### config.mk
export PLATFORM = sky130hd
export DESIGN_NAME = stepper_move_controller
export DESIGN_NICKNAME = d
export VERILOG_FILES = /design/src/rtl/stepper_move_controller.sv
export SDC_FILE = /design/constraint.sdc
export NUM_CORES = 1
export LEC_CHECK = 0
export ABC_CLOCK_PERIOD_IN_PS = 12700
export BUFFER_PORTS_ARGS = -buffer_cell sky130_fd_sc_hd__buf_2
export CAP_MARGIN = 30
export CELL_PAD_IN_SITES_DETAIL_PLACEMENT = 1
export CELL_PAD_IN_SITES_GLOBAL_PLACEMENT = 1
export CORE_AREA = 2 2 151 153
export CTS_CLUSTER_DIAMETER = 80
export CTS_CLUSTER_SIZE = 40
export DETAILED_ROUTE_END_ITERATION = 10
export DIE_AREA = 0 0 153 155
export GPL_ROUTABILITY_DRIVEN = 0
export HOLD_SLACK_MARGIN = 0.05
export MAX_ROUTING_LAYER = met4
export PLACE_DENSITY_LB_ADDON = 0.1
export SYNTH_ARGS = -nofsm -noshare
export SYNTH_HDL_FRONTEND = slang
export SYNTH_SLANG_ARGS = --single-unit
### constraint.sdc
create_clock -name clk -period 12.7 [get_ports clk]
set_clock_uncertainty 0.1 [all_clocks]
set_input_delay 0 -clock clk [delete_from_list [all_inputs] [get_ports clk]]
set_output_delay 0 -clock clk [all_outputs]
set_load 0.05 [all_outputs]
### src/rtl/stepper_move_controller.sv
// Move sequencer for track_step_driver: takes one (direction, step count) command at a time and
// emits single-cycle step pulses with a trapezoidal period profile while tracking signed position.
module stepper_move_controller #(
  parameter int STEP_W    = 16,
  parameter int DIV_W     = 24,
  parameter int POS_W     = 24,
  parameter int START_DIV = 500000,
  parameter int MIN_DIV   = 100000,
  parameter int RAMP_DEC  = 1000
) (
  input  logic              clk,
  input  logic              rst_n,
  input  logic              cmd_valid,
  output logic              cmd_ready,
  input  logic              cmd_dir,
  input  logic [STEP_W-1:0] cmd_steps,
  input  logic              abort,
  input  logic              pos_zero,
  output logic              step_en,
  output logic              motor_dir,
  output logic              busy,
  output logic              done,
  output logic              aborted,
  output logic [POS_W-1:0]  position
);

  typedef enum logic {S_IDLE, S_RUN} state_t;

  localparam logic [DIV_W-1:0] LP_START_D = DIV_W'(START_DIV);
  localparam logic [DIV_W-1:0] LP_MIN_D   = DIV_W'(MIN_DIV);
  localparam logic [DIV_W-1:0] LP_DEC_D   = DIV_W'(RAMP_DEC);
  localparam logic [DIV_W-1:0] LP_ONE_D   = DIV_W'(1);
  localparam logic [DIV_W:0]   LP_START_W = (DIV_W+1)'(START_DIV);
  localparam logic [DIV_W:0]   LP_MIN_W   = (DIV_W+1)'(MIN_DIV);
  localparam logic [DIV_W:0]   LP_DEC_W   = (DIV_W+1)'(RAMP_DEC);

  state_t              r_state, w_state;
  logic [STEP_W-1:0]   r_rem, w_rem, r_ramp, w_ramp, w_rem_dec;
  logic [DIV_W-1:0]    r_cur_div, w_cur_div, r_div_cnt, w_div_cnt;
  logic [DIV_W:0]      w_up;
  logic                r_zpend, w_zpend;
  logic                r_step_en, w_step_en;
  logic                r_dir, w_dir;
  logic                r_done, w_done;
  logic                r_aborted, w_aborted;
  logic [POS_W-1:0]    r_pos, w_pos;

  always_ff @(posedge clk or negedge rst_n) begin
    if (!rst_n) begin
      r_state   <= S_IDLE;
      r_rem     <= '0;
      r_ramp    <= '0;
      r_cur_div <= '0;
      r_div_cnt <= '0;
      r_zpend   <= 1'b0;
      r_step_en <= 1'b0;
      r_dir     <= 1'b0;
      r_done    <= 1'b0;
      r_aborted <= 1'b0;
      r_pos     <= '0;
    end else begin
      r_state   <= w_state;
      r_rem     <= w_rem;
      r_ramp    <= w_ramp;
      r_cur_div <= w_cur_div;
      r_div_cnt <= w_div_cnt;
      r_zpend   <= w_zpend;
      r_step_en <= w_step_en;
      r_dir     <= w_dir;
      r_done    <= w_done;
      r_aborted <= w_aborted;
      r_pos     <= w_pos;
    end
  end

  always_comb begin
    w_state   = r_state;
    w_rem     = r_rem;
    w_ramp    = r_ramp;
    w_cur_div = r_cur_div;
    w_div_cnt = r_div_cnt;
    w_zpend   = 1'b0;
    w_step_en = 1'b0;
    w_dir     = r_dir;
    w_done    = 1'b0;
    w_aborted = 1'b0;
    w_pos     = r_pos;
    w_rem_dec = r_rem - 1'b1;
    w_up      = {1'b0, r_cur_div} + LP_DEC_W;
    case (r_state)
      S_IDLE: begin
        // zero-step commands never enter RUN; the pending flag delays done by one cycle
        w_done = r_zpend;
        if (pos_zero) w_pos = '0;
        if (cmd_valid) begin
          w_dir     = cmd_dir;
          w_rem     = cmd_steps;
          w_cur_div = LP_START_D;
          w_div_cnt = LP_START_D;
          w_ramp    = '0;
          if (cmd_steps == '0) w_zpend = 1'b1;
          else                 w_state = S_RUN;
        end
      end
      S_RUN: begin
        if (abort) begin
          w_state   = S_IDLE;
          w_done    = 1'b1;
          w_aborted = 1'b1;
        end else if (r_rem == '0) begin
          w_state = S_IDLE;
          w_done  = 1'b1;
        end else if (r_div_cnt == LP_ONE_D) begin
          w_step_en = 1'b1;
          w_rem     = w_rem_dec;
          w_pos     = r_dir ? r_pos + 1'b1 : r_pos - 1'b1;
          if ((w_rem_dec <= r_ramp) && (r_ramp != '0)) begin
            w_cur_div = (w_up > LP_START_W) ? LP_START_D : w_up[DIV_W-1:0];
            w_ramp    = r_ramp - 1'b1;
          end else if (r_cur_div > LP_MIN_D) begin
            w_cur_div = ({1'b0, r_cur_div} > (LP_MIN_W + LP_DEC_W)) ? (r_cur_div - LP_DEC_D) : LP_MIN_D;
            w_ramp    = r_ramp + 1'b1;
          end
          w_div_cnt = w_cur_div;
        end else begin
          w_div_cnt = r_div_cnt - 1'b1;
        end
      end
      default: w_state = S_IDLE;
    endcase
  end

  assign cmd_ready = (r_state == S_IDLE);
  assign busy      = (r_state == S_RUN);
  assign step_en   = r_step_en;
  assign motor_dir = r_dir;
  assign done      = r_done;
  assign aborted   = r_aborted;
  assign position  = r_pos;

endmodule
==> run summary <==
Lkg Pwr: 0.00437 uW
H-tree depth: 3
Core region area: 22200 sq um
Worst vdd ir: 0.0000782 V
Period utilization: 0.556
Critical path type: reg2reg
Flops & latches, synth: 110
Syn_nets: 1143
CTS Buf Count: 9
Min-delay worst type: in2async
Async set-or-reset flop fraction in the synthesized netlist: 1.00
Vias in the first global route: 8256
Synthesized area: 8650 sq um
Max-capacitance violation count: 0
Routed wire length: 27.6 mm
Worst setup EP type: register
Final core occ: 0.437
Vias per cell: 5.82
Synth Instances: 1058
Most frequent cells in the layout: nand2_1, dfrtp_1, o21ai_0, nor2_1, a21oi_1
R2r startpoint: r_rem[1]
Slack of the critical path: 5.64 ns
CTS sink count: 110
Crit-path max cell delay: 0.53 ns
Final hold violations: 0
Reg clk slew, reported paths: 0.08 ns
Routed Antenna Nets: 0
DP HPWL: 20.4 mm
R2R Setup Slk: 5.64 ns
Critical-path top delay cell: or2_2
GR Util All Layers: 0.246
Die width: 153 um
Setup_tns: 0 ns
DR iter-0 viols: 460
Clock Tree Root: clkbuf_16
Layout cells sized above 1: 0.100
Inserted Diodes: 0
Crit path cell chain: nor3_1 > nand3b_1 > or3_1 > or3_1 > nor3_1 > xor2_1 > ha_1 > and4_1 > o2111ai_1 > a41o_1 > a21oi_1 > or2_2 > inv_1 > buf_4 > ha_1 > or4_1 > o21ai_0 > nor3_1 > o311ai_0 > a21oi_1 > xnor2_1 > or3_1 > o21ai_0
P&R area growth vs syn: 12.3%
Maximum clock path buffer count: 2
CP Launch Point: r_rem[1]
Distinct cells, synth: 73
Initial antenna violation count: 0
Ys flop type: dfrtp_1
Die Area: 23700 sq um
Setup violators final: 0
CP startpoint kind: register
Die height: 155 um
Largest net degree at the start of global routing: 66
Relative slew slack: 0.382
Fin nets: 1196
DRT Pass-1 Iters: 5
Crit path required time: 12.88 ns
Power per cell area: 116 nW/um^2
Syn Area/Cell: 8.18 sq um
Number of cell rows: 55
Avg WL per Cell: 19.7 um
I/O pin total: 52
Worst skew pair latency: 0.37 ns
Post-route minimum period: 7.06 ns
Reg2reg end: r_ramp[15]
DR vias: 8159
Layout fillers: 2687
Max-slew violations: 0
Status: finished clean
Peak Freq: 142 MHz
IO buf count: 51
Initial Util: 0.389
Slew of the pin with the lowest slew margin: 0.924 ns
Most common cell after layout, fill and taps aside: nand2_1
Number of flops mapped to enable cells by yosys: 0
Global-route wire length before repair: 45.7 mm
Critical Path End: r_ramp[15]
Worst slack, placed: 5.69 ns
PostCTS Resize Cnt: 0
Post-synthesis sequential area ratio: 0.318
Worst Reg-to-Reg Cells: 23
CTS tree: built
Placed Instance Area: 9180 sq um
DR DRC count: 0
Crit-path max FO: 27
Syn. warnings: 0
Post-route cell area: 9720 sq um
Total power: 1130 uW
Gr ovfl total: 0
Unrepaired setup endpoints after global routing: false
Arr. time, crit path: 7.25 ns
what timing repair did:
item / CTS / global route
endpoints found under the hold margin: 65 / 0
endpoints found under the setup margin: 0 / 0
hold buffers: 24 / 0
buffers inserted: 0 / 0
metal layers:
layer / up-vias / track usage / routed length, um
li1: 3977 / - / -
met1: 4001 / 0.348 / 14000
met3: 27 / 0.0290 / 860
met5: - / - / 0
met4: 0 / 0.0547 / 397
met2: 154 / 0.379 / 12400
through the flow:
step                cells  hold slack, ns
global placement     1361         -0.0379
CTS                  1401          0.0781
floorplan            1058          -0.396
detailed placement   1361         -0.0397
finish               1401          0.0783
global route         1401           0.120
registers in the layout, summed over array words and instances, names as in the netlist:
signal / flops
aborted: 1
r_rem: 16
r_div_cnt: 24
step_en: 1
r_cur_div: 24
motor_dir: 1
r_zpend: 1
done: 1
busy: 1
r_ramp: 16
position: 24
worst min path at each step:
stage                              end  slack (ns)  cells after the start
after global routing      position[22]        0.12                      5
after floorplan                aborted       -0.40                      0
after detailed placement  position[11]       -0.04                      1
after global placement    position[11]       -0.04                      1
after CTS                 position[13]        0.08                      5
final                     position[11]        0.08                      2
cell usage after synthesis (7+ instances only):
cell / count / share of area
inv_1: 36 / 0.016
o31ai_1: 15 / 0.013
a31oi_1: 15 / 0.011
o21bai_1: 8 / 0.0069
nor2_1: 73 / 0.032
and3_1: 14 / 0.010
and2_1: 12 / 0.0087
xnor2_1: 22 / 0.022
nand3_1: 33 / 0.019
or4_1: 8 / 0.0069
o21a_1: 9 / 0.0078
ha_1: 61 / 0.088
nor3_1: 44 / 0.025
or3_1: 17 / 0.012
buf_2: 8 / 0.0046
or2_2: 8 / 0.0058
a21o_1: 15 / 0.013
nand2b_1: 15 / 0.011
nor2b_1: 11 / 0.0080
dfrtp_1: 110 / 0.32
nand2_1: 116 / 0.050
clkbuf_1: 37 / 0.016
a21oi_1: 67 / 0.039
nor4_1: 25 / 0.018
nand4_1: 11 / 0.0080
xor2_1: 35 / 0.035
o21ai_0: 109 / 0.063
mux2i_1: 22 / 0.025
o211ai_1: 7 / 0.0061
cells by family after synthesis:
logic type      share of synthesized area
compound gates                      0.221
fa+ha+maj                          0.0929
flops                               0.318
simple gates                        0.238
mux                                0.0333
buf+inv                            0.0386
xor+xnor                           0.0577
critical path, delay by kind of cell, from the launching register on:
family	cells	cell delay, ns
AO/OA/AOI/OAI	7	1.67
XOR/XNOR	2	0.30
adder cells (fa/ha/maj)	2	0.69
buffers and inverters	2	0.34
flip-flops	1	0.41
AND/OR/NAND/NOR	10	3.45
layout make-up:
type / count / area (sq um) / share of cell area
Clock inverter: 5 / 45.0 / 0.00464
Tap cell: 285 / 357 / 0.0367
Clock buffer: 11 / 253 / 0.0260
Timing Repair Buffer: 89 / 603 / 0.0621
Multi-Input combinational cell: 864 / 5570 / 0.573
Sequential cell: 110 / 2750 / 0.283
Inverter: 37 / 139 / 0.0143
power by group:
part	internal [uW]	switching, uW	leakage [uW]	total (uW)
registers	389	50.1	0.00143	439
logic	151	236	0.00279	387
clock network	149	155	0.000150	304
(Power assumes the default switching activity.)
